## src/rtl/proc_imem_responder.sv

```systemverilog
// -----------------------------------------------------------------------------
// proc_imem_responder
//   Instruction-memory responder for the processor fetch path. Holds a
//   2**ADDR_WIDTH entry program store (preloaded via the write port), reads it
//   when a fetch request is accepted, carries {addr, data} through a
//   LATENCY-1 stage pipeline and parks it in an in-order response queue.
//
// Ports
//   clk        rising-edge clock
//   reset      asynchronous, active-low reset
//   req_val    fetch request valid            (in)
//   req_rdy    fetch request can be accepted  (out)
//   req_addr   fetch address / pc             (in)
//   resp_val   response valid                 (out)
//   resp_rdy   initiator takes response       (in)
//   resp_addr  echoed fetch address           (out)
//   resp_data  instruction word               (out)
//   wr_en      program-store write enable     (in)
//   wr_addr    program-store write address    (in)
//   wr_data    program-store write data       (in)
// -----------------------------------------------------------------------------
module proc_imem_responder #(
   parameter int ADDR_WIDTH  = 4,
   parameter int DATA_WIDTH  = 8,
   parameter int LATENCY     = 2,
   parameter int QUEUE_DEPTH = 4
) (
   input  logic                  clk,
   input  logic                  reset,
   input  logic                  req_val,
   output logic                  req_rdy,
   input  logic [ADDR_WIDTH-1:0] req_addr,
   output logic                  resp_val,
   input  logic                  resp_rdy,
   output logic [ADDR_WIDTH-1:0] resp_addr,
   output logic [DATA_WIDTH-1:0] resp_data,
   input  logic                  wr_en,
   input  logic [ADDR_WIDTH-1:0] wr_addr,
   input  logic [DATA_WIDTH-1:0] wr_data
);

   localparam int ENTRIES = 2 ** ADDR_WIDTH;
   localparam int STAGES  = LATENCY - 1;
   localparam int PW      = (QUEUE_DEPTH > 1) ? $clog2(QUEUE_DEPTH) : 1;
   localparam int CW      = $clog2(QUEUE_DEPTH + 1);
   localparam logic [CW-1:0] QD_C   = CW'(QUEUE_DEPTH);
   localparam logic [PW-1:0] PTR_MX = PW'(QUEUE_DEPTH - 1);

   typedef struct packed {
      logic [ADDR_WIDTH-1:0] addr;
      logic [DATA_WIDTH-1:0] data;
   } ent_t;

   // ---------------------------------------------------------------------------
   // Handshake and occupancy
   // ---------------------------------------------------------------------------
   logic          alive;      // 0 in reset, 1 from the first edge after release
   logic [CW-1:0] occ;        // in flight + queued
   logic          req_fire;
   logic          resp_fire;

   // req_rdy comes only from flops, so there is no combinational path from
   // resp_rdy or req_val. The occupancy count reserves a queue slot for every
   // pipeline entry, so an accepted request can always be enqueued.
   assign req_rdy   = alive & (occ < QD_C);
   assign req_fire  = req_val & req_rdy;
   assign resp_fire = resp_val & resp_rdy;

   always_ff @(posedge clk or negedge reset) begin
      if (!reset) begin
         alive <= 1'b0;
         occ   <= '0;
      end else begin
         alive <= 1'b1;
         unique case ({req_fire, resp_fire})
            2'b10:   occ <= occ + 1'b1;
            2'b01:   occ <= occ - 1'b1;
            default: occ <= occ;
         endcase
      end
   end

   // ---------------------------------------------------------------------------
   // Program store: read is combinational in the fire cycle, so a same-address
   // write in that cycle is only seen by the following read.
   // ---------------------------------------------------------------------------
   logic [DATA_WIDTH-1:0] mem [ENTRIES];
   ent_t                  rd_ent;

   assign rd_ent = '{addr: req_addr, data: mem[req_addr]};

   always_ff @(posedge clk or negedge reset) begin
      if (!reset) begin
         for (int i = 0; i < ENTRIES; i++) mem[i] <= '0;
      end else if (wr_en) begin
         mem[wr_addr] <= wr_data;
      end
   end

   // ---------------------------------------------------------------------------
   // Read pipeline: LATENCY-1 register stages between the read and the queue.
   // ---------------------------------------------------------------------------
   logic enq_vld;
   ent_t enq_ent;

   generate
      if (STAGES == 0) begin : g_nopipe
         assign enq_vld = req_fire;
         assign enq_ent = rd_ent;
      end else begin : g_pipe
         logic [STAGES:1] vld_pipe;
         ent_t            ent_pipe [1:STAGES];

         always_ff @(posedge clk or negedge reset) begin
            if (!reset) begin
               vld_pipe <= '0;
               for (int s = 1; s <= STAGES; s++) ent_pipe[s] <= '0;
            end else begin
               vld_pipe[1] <= req_fire;
               ent_pipe[1] <= rd_ent;
               for (int s = 2; s <= STAGES; s++) begin
                  vld_pipe[s] <= vld_pipe[s-1];
                  ent_pipe[s] <= ent_pipe[s-1];
               end
            end
         end

         assign enq_vld = vld_pipe[STAGES];
         assign enq_ent = ent_pipe[STAGES];
      end
   endgenerate

   // ---------------------------------------------------------------------------
   // Response queue. Full/empty come from the count; pointers wrap modulo
   // QUEUE_DEPTH so a non-power-of-two depth works too.
   // ---------------------------------------------------------------------------
   ent_t          q [QUEUE_DEPTH];
   logic [PW-1:0] wr_ptr;
   logic [PW-1:0] rd_ptr;
   logic [CW-1:0] qcnt;
   ent_t          head;

   assign head      = q[rd_ptr];
   assign resp_val  = (qcnt != '0);
   assign resp_addr = head.addr;
   assign resp_data = head.data;

   always_ff @(posedge clk or negedge reset) begin
      if (!reset) begin
         for (int i = 0; i < QUEUE_DEPTH; i++) q[i] <= '0;
         wr_ptr <= '0;
         rd_ptr <= '0;
         qcnt   <= '0;
      end else begin
         if (enq_vld) begin
            q[wr_ptr] <= enq_ent;
            wr_ptr    <= (wr_ptr == PTR_MX) ? '0 : wr_ptr + 1'b1;
         end
         if (resp_fire) begin
            rd_ptr <= (rd_ptr == PTR_MX) ? '0 : rd_ptr + 1'b1;
         end
         unique case ({enq_vld, resp_fire})
            2'b10:   qcnt <= qcnt + 1'b1;
            2'b01:   qcnt <= qcnt - 1'b1;
            default: qcnt <= qcnt;
         endcase
      end
   end

endmodule

```

## config.mk

```make
export PLATFORM = sky130hd
export DESIGN_NAME = proc_imem_responder
export DESIGN_NICKNAME = d
export VERILOG_FILES = /design/src/rtl/proc_imem_responder.sv
export SDC_FILE = /design/constraint.sdc
export NUM_CORES = 1
export LEC_CHECK = 0
export ABC_AREA = 0
export CORE_ASPECT_RATIO = 0.5
export CORE_MARGIN = 2
export CORE_UTILIZATION = 60
export DETAILED_ROUTE_END_ITERATION = 7
export PLACE_DENSITY = 0.8
export SLEW_MARGIN = 20
export SYNTH_ARGS = -nofsm -noshare
export SYNTH_HDL_FRONTEND = slang
export SYNTH_SLANG_ARGS = --single-unit
```

## constraint.sdc

```tcl
create_clock -name clk -period 2.4 [get_ports clk]
set_clock_uncertainty 0.15 [all_clocks]
set_input_delay 0.36 -clock clk [delete_from_list [all_inputs] [get_ports clk]]
set_output_delay 0.36 -clock clk [all_outputs]
set_load 0.01 [all_outputs]
```

---- Word-level counts from Yosys, hierarchy flattened ----
Index checks and enable logic that the tools add are counted.
storage, ports and cells
  register bits after elaboration ......... 200
  bits of input ports ..................... 21
  word-level logic and storage cells ...... 79
  output and inout port bits .............. 14
operators by class
  reductions and logical operators ........ 5
  add/sub/neg operators ................... 6
  multiplexer cells ....................... 16
  eq/ne operators ......................... 6
  bitwise operators ....................... 7
  order comparisons ....................... 7
operator list
  cell                                                        number
  bitwise mux 128 bit                                         1
  bitwise mux 48 bit                                          1
  two-way mux 12 bit                                          3
  binary-select mux 8 bit (select 4 bit)                      1
  demux 8 bit (select 4 bit)                                  1
  binary-select mux 12 bit (select 2 bit)                     1
  demux 12 bit (select 2 bit)                                 1
  two-way mux 8 bit                                           3
  one-hot mux 3 bit (2 select lines)                          2
  greater-or-equal comparator 5 bit, second input constant    2
  inverter 4 -> 5 bit                                         2
  == test 2 bit, second input constant                        4
  adder 3 x 1 -> 3 bit, second input constant                 2
  greater-or-equal comparator 3 bit, second input constant    2
  inverter 2 -> 3 bit                                         2
  subtractor 3 x 1 -> 3 bit, second input constant            2
  less-than comparator 5 x 1 -> 1 bit, second input constant  1
  adder 2 x 1 -> 2 bit, second input constant                 2
  == test 2 x 1 -> 1 bit, second input constant               2
  two-way mux 2 bit                                           2
  nonzero test 2 bit                                          2
  AND 1 bit                                                   3
  less-than comparator 3 x 1 -> 1 bit, second input constant  1
  less-than comparator 3 bit, second input constant           1
  other kinds (2)                                             3

---- Longest topological paths before layout ----
Gate-level depths: netlist of run 1.
  depth after elaboration ................. 6
  depth in mapped cells ................... 9
  mapped depth without buffers ............ 9

---- Worst setup path after synthesis of run 1 ----
OpenSTA, ideal clock, no wires.
  path type ............................... reg2reg
  start ................................... register qcnt[2]
  end ..................................... register qcnt[2]
  cell stages (with the launch flop) ...... 10
  setup slack ............................. 0.381 ns
  arrival ................................. 1.743 ns
  period minus slack after synthesis ...... 2.019 ns
  cell sequence ........................... dfrtp_1 > or3_1 > nand2_1 > inv_1 > ha_1 > inv_1 > fa_1 > xor2_1 > nor2_1 > xor2_1
on the way
  word-level cells in the longest chain between the ends .. 4
  elaborated cells on any way between the ends .. 8
  those cells by class .................... add/sub: 2; eq/ne: 2; mux: 1; bitwise: 1; reduce/logical: 2
ends and longest elaborated chain
  item                                                                      line  RTL
  from (decl)                                                               140   logic [CW-1:0] qcnt;
  from (signal assigned)                                                    163   2'b10: qcnt <= qcnt + 1'b1;
  from (signal assigned)                                                    164   2'b01: qcnt <= qcnt - 1'b1;
  from (signal assigned)                                                    165   default: qcnt <= qcnt;
  nonzero test 3 bit (*)                                                    144   assign resp_val = (qcnt != '0);
  named net resp_val                                                        33    output logic resp_val,
  AND 1 bit (*)                                                             67    assign resp_fire = resp_val & resp_rdy;
  named net resp_fire                                                       60    logic resp_fire;
  == test 2 x 1 -> 1 bit or == test 2 bit (tied branches)                   162   unique case ({enq_vld, resp_fire})
  one-hot mux 3 bit (2 select lines) or nonzero test 2 bit (tied branches)  -
The timed path passes the listed nets; every way through them passes the cells marked *.
A chain may end at the register's enable or synchronous reset.

---- Worst setup path in the final report of run 1 ----
  start ................................... register rd_ptr[0]
  end ..................................... output port resp_data[0]
on the way
  word-level cells in the longest chain between the ends .. 4
ends and longest elaborated chain
  item                                                    line  RTL
  from (decl)                                             139   logic [PW-1:0] rd_ptr;
  from (signal assigned)                                  160   rd_ptr <= (rd_ptr == PTR_MX) ? '0 : rd_ptr + 1'b1;
  inverter 2 -> 3 bit (implied by the code)               143   assign head = q[rd_ptr];
  binary-select mux 12 bit (select 2 bit)                 143
  two-way mux 12 bit (implied by the code) (2 in series)  143
  to (decl)                                               36    output logic [DATA_WIDTH-1:0] resp_data,
No other way between the ends. The select of a mux whose other input is x is not followed.

==> results summary, run 1 <==
The fraction of power consumed by the clock network is 27.2%. The flow ran to the end, and the final reports show no timing, DRC or antenna violations. The total detailed-routing wirelength is 17.8 mm. The count of unique library cells instantiated by Yosys came out at 27. After clock tree synthesis, the clock-pin slew on the worst setup and hold paths is 0.07 ns. For the worst setup path, the data required time is 1.89 ns. The setup slack at placement is 0.0568 ns. Based on the critical path, the design can be clocked at up to 436 MHz. The CTS tree is done. The share of the clock period used by the worst path after layout is 95.5%. The critical path is of the reg2out type. The netlist area before placement came out at 8780 um2. The final weighted congestion of routability-driven global placement is 0.762.

The effective utilization at floorplan is 61.0%. The number of placement rows is 31. The library cell used as clock root buffer is sky130_fd_sc_hd__clkbuf_16. For the finished layout, the period the worst path requires is between 2 and 2.5 ns.

Leaving out filler cells and counting taps, the final layout contains 818. The kind of path behind the tightest hold check is in2reg. The number of inserted filler cells in the final layout is 954. The final hold violation count is 0. The via count of the first global-routing pass came to 5100.

The top cell types in the final layout, fill and taps aside, are sky130_fd_sc_hd__dfrtp_1, sky130_fd_sc_hd__mux2_2, sky130_fd_sc_hd__mux4_2. At the end of the flow the core is filled with cells to 70.7%. The internal power contribution is approximately 7.5 mW. The I/O pin count came out at 35. Summing the sequential cell areas from Yosys gives 57.0% of the chip area. The area of the die came out at around 16000 um2. The area added between synthesis and finish came out at 15.8%. The H-tree depth came out at 4. The total power per unit cell area came out at 1020 nW/um2.

The headroom to the max-slew limit is 53.9%. The insertion delay to the later sink of the worst-skew pair came out at 0.43 ns. The slowest cell on the critical path is sky130_fd_sc_hd__mux4_2. The number of placed instances, taps included is 782. The switching power summed over all nets came out at 2.91 mW. After routing, the total negative slack on setup checks comes to 0 ns. The total clock buffers created by CTS came out at 17. Walking the worst path, the cells encountered are buf_12 > mux4_2 > dlygate4sd2_1. The largest fanout on the critical path came out at 11.

In this run the remaining antenna-violating nets after routing total 0. In the final layout, the multi-input gates occupy 3580 um2. The count of routing violations after the opening detailed-route iteration came out at 338.

The peak supply drop is around 0.53 mV. The placed cell area came out at roughly 9600 um2. Sequential cells burn 47.3% of the power.

The total number of vias is 4923. In this run switching power makes up 28.1% of total power. For the pin with the worst max-slew slack, the measured transition is 0.690 ns. The residual overflow from global routing came out at 0. The combinational cell fraction of total power came out at 25.5%. The worst stage delay on the critical path is around 0.52 ns. Setup repair after global routing left no endpoint under its margin. The die is between 80 and 90 um tall. The post-synthesis net count came out at 579. In this run the mean area of a mapped cell was 16.0 um2. Leaving out fill and tap cells, the most frequent cell in the layout is sky130_fd_sc_hd__dfrtp_1. In this run the critical register-to-register path is launched from qcnt[2]$_DFFE_PN0P_. The post-route DRC violation count came out at 0. The number of detailed-routing iterations run before antenna repair is 4. The minimum setup slack among reg-to-reg paths is 0.29 ns. The number of sinks on the clock net is 200. The startpoint of the lowest-slack hold path is req_addr[0]. The post-route netlist has between 40 and 50% of its cells at a drive strength greater than 1.

The placed wire-length estimate after detailed placement came out at 11.4 mm. The floorplan step set the die width to 175 um. The sequential cells in the finished layout cover a total of between 5000 and 6000 um2. STA classifies the critical path startpoint as a register.

The initial antenna violation count is 0. The most critical setup path has its startpoint at rd_ptr[0]$_DFFE_PN0P_. The overall track demand over capacity in global routing came out at 24.8%. The kind of end point of the critical path is an output pin. The final number of max-transition violations is 0. The count of buffers added on input and output ports is 34. The number of warnings printed during yosys synthesis came out at 0. The first-pass GRT wire length is around 29 mm. Max-cap violations in this run came to 0. The area inside the core boundary came out at ~14000 um2. The per-cell via count in the routed design came out at around 6. The worst path arrival time is between 1.5 and 2 ns. In this run, synthesis produced a sequential element count of 200.

The summed area of non-filler cells in the final layout is 10200 um2. The maximum number of pins on one net before global-route repair is 70. The instance count of the mapped netlist came out at 549. The number of buffers on the longest clock path came out at 2.

For this design the static power due to leakage is 4.51 nW. The antenna diode count came out at 0. The final count of negative-setup-slack endpoints came out at 0. The setup slack of the critical path after layout is 0.108 ns.

The average routed wire per standard cell came out at 21.7 um. The number of nets in the layout came out at 637.
==> metrics by stage <==
step           hold slack, ns  power (mW)
6_report                0.168        10.4
3_3_place_gp            0.250        7.52
2_1_floorplan         -0.0856        6.65
4_1_cts                 0.177        10.5
3_5_place_dp            0.259        7.70
5_1_grt                 0.182        10.9
==> layout make-up <==
cell class | instances | share of cell area, %
flip-flops and latches | 200 | 49.2
multi-input cells | 307 | 35.2
repair buffers | 70 | 6.95
clock inverters | 13 | 1.37
inverters | 11 | 0.406
clock buffers | 19 | 4.36
well taps | 198 | 2.44
==> cells by family after synthesis <==
| kind of cell | synth area share (%) |
|---|---|
| compound gates | 1.48 |
| fa+ha+maj | 1.45 |
| other cells | 0.0427 |
| buf+inv | 2.17 |
| simple gates | 2.89 |
| xor+xnor | 0.599 |
| mux | 34.4 |
| flops | 57.0 |
==> routing by layer <==
metal | GRT usage, % | vias to the layer above | wire length, um
met5 | 0 | - | 0
met4 | 7.88 | 0 | 240
met3 | 4.76 | 17 | 778
met2 | 39.2 | 118 | 8270
met1 | 35.8 | 2659 | 8480
li1 | - | 2129 | -
==> synthesized netlist by cell type (all sizes together) <==
cell type | number | area share (%)
nor2 | 14 | 0.86
xor2 | 4 | 0.40
mux2i | 2 | 0.23
nand3b | 2 | 0.17
fa | 2 | 0.46
nand2b | 4 | 0.29
mux2 | 178 | 23
nand3 | 1 | 0.057
buf | 16 | 1.1
and2 | 1 | 0.071
nand2 | 17 | 0.73
ha | 7 | 1.0
clkbuf | 15 | 0.64
dfrtp | 200 | 57
o21ai | 2 | 0.11
or3 | 5 | 0.36
mux4 | 44 | 11
xnor2 | 2 | 0.20
a22oi | 16 | 1.4
nor3b | 1 | 0.086
nor2b | 4 | 0.29
inv | 11 | 0.47
conb | 1 | 0.043
==> path summary, 6_finish.rpt <==
check,depth (start not counted),end
setup / recovery,3,resp_data[0]
hold / removal,2,enq_ent[8]$_DFF_PN0_
setup reg to reg,9,qcnt[2]$_DFFE_PN0P_
hold reg to reg,1,occ[2]$_DFFE_PN0P_
max in group asynchronous,3,qcnt[1]$_DFFE_PN0P_
min in group asynchronous,2,mem[76]$_DFFE_PN0P_
==> worst max-delay path, delay by kind of cell, from the launching register on <==
kind / cells / cell delay [ns]
flops: 1 / 0.37
buf+inv: 2 / 0.46
mux: 1 / 0.52
==> flip-flops by register name (all words and copies together), names as in the netlist <==
signal	count
mem	128
rd_ptr	2
enq_ent	12
alive	1
q	48
occ	3
qcnt	3
enq_vld	1
wr_ptr	2
==> what timing repair did <==
item	in CTS	in global routing
endpoints found under the setup margin	12	4
hold endpoints to repair	63	0
buffers inserted	3	0
gates resized for setup	17	4
pin swaps	0	0
hold buffers	1	0
==> power by group through the flow <==
stage               logic, mW  registers [mW]  clock network, mW
finish                   2.65            4.90               2.82
global route             2.89            5.02               3.02
global placement         2.63            4.89                  0
floorplan                1.93            4.72                  0
CTS                      2.70            4.90               2.86
detailed placement       2.75            4.95                  0
No activity file was read; power rests on OpenSTA's default activity.
==> inputs of run 2 (changes only) <==
--- a/config.mk
+++ b/config.mk
@@ -9,6 +9,7 @@
 export CORE_ASPECT_RATIO = 0.5
 export CORE_MARGIN = 2
 export CORE_UTILIZATION = 60
+export CTS_CLUSTER_SIZE = 25
 export DETAILED_ROUTE_END_ITERATION = 7
 export PLACE_DENSITY = 0.8
 export SLEW_MARGIN = 20
==> constraint.sdc (replaced) <==
create_clock -name clk -period 2.5 [get_ports clk]
set_clock_uncertainty 0.15 [all_clocks]
set_input_delay 0.375 -clock clk [delete_from_list [all_inputs] [get_ports clk]]
set_output_delay 0.375 -clock clk [all_outputs]
set_load 0.01 [all_outputs]
==> run 2 against run 1 <==
Sequential share of layout area rose by 0.48 points. Die area is the same. Cell count shrank 0.61%. Flip-flop and latch count unchanged. Highest routed layer unchanged. Critical path type unchanged. Clock power decreased by 7%. Sequential power shrank 4%. Non-clock buffer count is 5 lower. Total power is 5.0% lower. Critical path depth grew 1. Count of clock-buffer cells in the layout increased by 1.
==> results summary, run 2 (same netlist as run 1, synthesis figures left out) <==
STA classifies the critical path endpoint as an output pin. Summed over all nets, the switching power comes to 2.69 mW. The placed cell area is ~9500 um2. Leaving out fill and tap cells, the most frequent cell in the layout is sky130_fd_sc_hd__dfrtp_1. The startpoint of the lowest-slack hold path is req_addr[0]. The largest fanout on the critical path came out at 13. The number of detailed-routing iterations run before antenna repair came out at 4. The worst stage delay on the critical path came out at 0.51 ns. In the final layout, the share of cells above drive strength 1 is 47.8%. The number of buffers on the longest clock path is 2. The final number of max-transition violations is 0. The final weighted congestion of routability-driven global placement is 0.762.

The fraction of power consumed by the clock network is 26.7%. The headroom to the max-slew limit is 55.4%. Using the TritonRoute via totals, the vias-per-cell ratio works out to 5.93. The kind of launch point of the worst setup path is a register.

The I/O pin count came out at 35. After routing the design area is approximately 10000 um2. The effective utilization at floorplan is 61.0%. The H-tree depth is 4. The maximum number of pins on one net before global-route repair is 54.

The met1 track demand over resource in global routing came out at about a third. The setup slack at placement is ~0.17 ns. Tracing the worst setup path back leads to its startpoint at rd_ptr[0]$_DFFE_PN0P_. The sum of negative setup slack is 0 ns. The die boundary width came out at 175 um. The flow ran to the end, and the final reports show no timing, DRC or antenna violations. The total power per unit cell area came out at between 900 and 1000 nW/um2. The number of I/O port buffers came out at 34. The static leakage came out at about 4.5 nW. The max-capacitance violation count came out at 0. The post-route DRC violation count is 0. STA puts the critical path data required time at 1.98 ns. The final non-filler cell total is 813. The antenna diode count came out at 0.

The kind of path behind the tightest hold check is in2reg. The worst-margin pin slew is 0.667 ns. The number of placement rows came out at 31.

Setup repair after global routing left no endpoint under its margin. The final count of negative-setup-slack endpoints came out at 0. The count of routing violations after the opening detailed-route iteration is approximately 320. The signal on the critical path passes through buf_12 > buf_4 > mux4_2 > dlygate4sd2_1. The final hold violation count came to 0. The via count of the first global-routing pass was approximately 5000. The sequential power share came out at 47.7%.

The library cell used as clock root buffer is sky130_fd_sc_hd__clkbuf_16. The maximum frequency from static timing analysis came out at 413 MHz. The flip-flop count of the largest register after layout is 128.

For this run the aggregate overflow at the end of global routing stands at 0. The slowest stage of the critical path belongs to the cell sky130_fd_sc_hd__mux4_2. In the global route stage, met2 resource usage came out at 39.5%. The clock input transition at the sequential cells of the worst setup and hold paths is 0.07 ns.

The setup slack of the critical path after layout is 0.0761 ns. The total clock buffers created by CTS is 17. The total detailed-routing wirelength is around 17 mm. The first-pass GRT wire length is 27.8 mm.

The worst setup path is of the reg2out kind. The insertion delay to the later sink of the worst-skew pair is 0.43 ns. At the worst endpoint, the arrival time is between 1.5 and 2 ns. The core region is 14400 um2. The overall track demand over capacity in global routing came out at approximately a quarter. TritonCTS built the clock tree.

The combinational cell fraction of total power is roughly 26%. The initial antenna violation count was 0. The die covers 15700 um2. The internal power of the cells totals 7.15 mW. Detailed placement ended at an HPWL of approximately 11 mm. The peak supply drop is a little under 0.6 mV. The routed layout has around 4800 vias. Dividing the final minimum period by the clock period gives 97.0%.

In the global route stage, met3 resource usage came out at slightly below 5%. The fraction of power spent switching nets is 27.3%. The top cell types in the final layout, fill and taps aside, are sky130_fd_sc_hd__dfrtp_1, sky130_fd_sc_hd__mux2_2, sky130_fd_sc_hd__mux4_2. The number of placed instances, taps included came out at 777. The startpoint identified for the worst register-to-register timing path is qcnt[2]$_DFFE_PN0P_. For this design, the sink count on the clock tree is 200. The smallest clock period supported by the final layout is computed as about 2.4 ns. The final layout contains about 630 nets. The die height came out at 89.5 um. The area added between synthesis and finish came out at 14.7%.

The sum of internal, switching and leakage power came out at 9.85 mW. The average routed wire per standard cell is between 20 and 25 um. Ranked by flip-flop count, first place goes to mem. The most utilized layer in the global route result is met2.

The count of nets left with antenna violations once routing finished came out at 0.
==> run 2: changes by cell type in the layout (fill, tap and decap cells not counted) <==
cell                             before  now
sky130_fd_sc_hd__clkinv_2             0    1
sky130_fd_sc_hd__clkbuf_2             4    0
sky130_fd_sc_hd__inv_8                3    0
sky130_fd_sc_hd__clkbuf_1             1    2
sky130_fd_sc_hd__buf_4               25   26
sky130_fd_sc_hd__inv_6                3    4
sky130_fd_sc_hd__dlymetal6s2s_1       0    4
sky130_fd_sc_hd__buf_12              10    4
==> run 2: final timing paths <==
path	end	slack, ns	depth (start not counted)
worst max-delay path	resp_data[0]	0.08	4
max in group asynchronous	mem[8]$_DFFE_PN0P_	1.19	3
worst min register to register	occ[2]$_DFFE_PN0P_	0.32	1
worst max register to register	qcnt[2]$_DFFE_PN0P_	0.39	9
min in group asynchronous	mem[92]$_DFFE_PN0P_	0.31	2
worst min-delay path	enq_ent[8]$_DFF_PN0_	0.18	2
==> run 2: power by group through the flow <==
stage	combinational (mW)	clock (mW)	sequential (mW)
after CTS	2.57	2.68	4.70
final	2.52	2.63	4.70
after global placement	2.50	0	4.69
after global routing	2.76	2.81	4.82
after floorplan	1.85	0	4.54
after detailed placement	2.59	0	4.75
==> run 2: layout make-up <==
cell class                 instances  area, um2
inverter                          11       41.3
fill                             967       4320
clock buffer                      20        447
multi-input combinational        307       3580
timing repair buffer              65        624
clock inverter                    12        119
sequential                       200       5010
tap                              198        248
==> run 2: repair_timing <==
action,CTS,global route
hold buffers,1,0
gates resized for setup,9,4
cloned,0,0
setup buffers,3,0
endpoints found under the setup margin,12,4
hold endpoints to repair,47,0
==> run 2: critical path: cells and delay by family (launching register included) <==
kind	cells	cell delay (ns)
mux	1	0.51
buf+inv	3	0.60
flops	1	0.37
==> run 2: metrics by stage <==
step	hold WS (ns)	utilization, %
after floorplan	-0.0706	-
after global placement	0.217	65.8
after detailed placement	0.220	65.8
after CTS	0.194	69.9
after global routing	0.201	70.0
final	0.176	70.0
==> run 2: per-layer routing <==
layer	share of wire [%]	up-vias
li1	-	2125
met1	48	2594
met2	47	86
met3	3.8	16
met4	1.1	0
met5	0	-
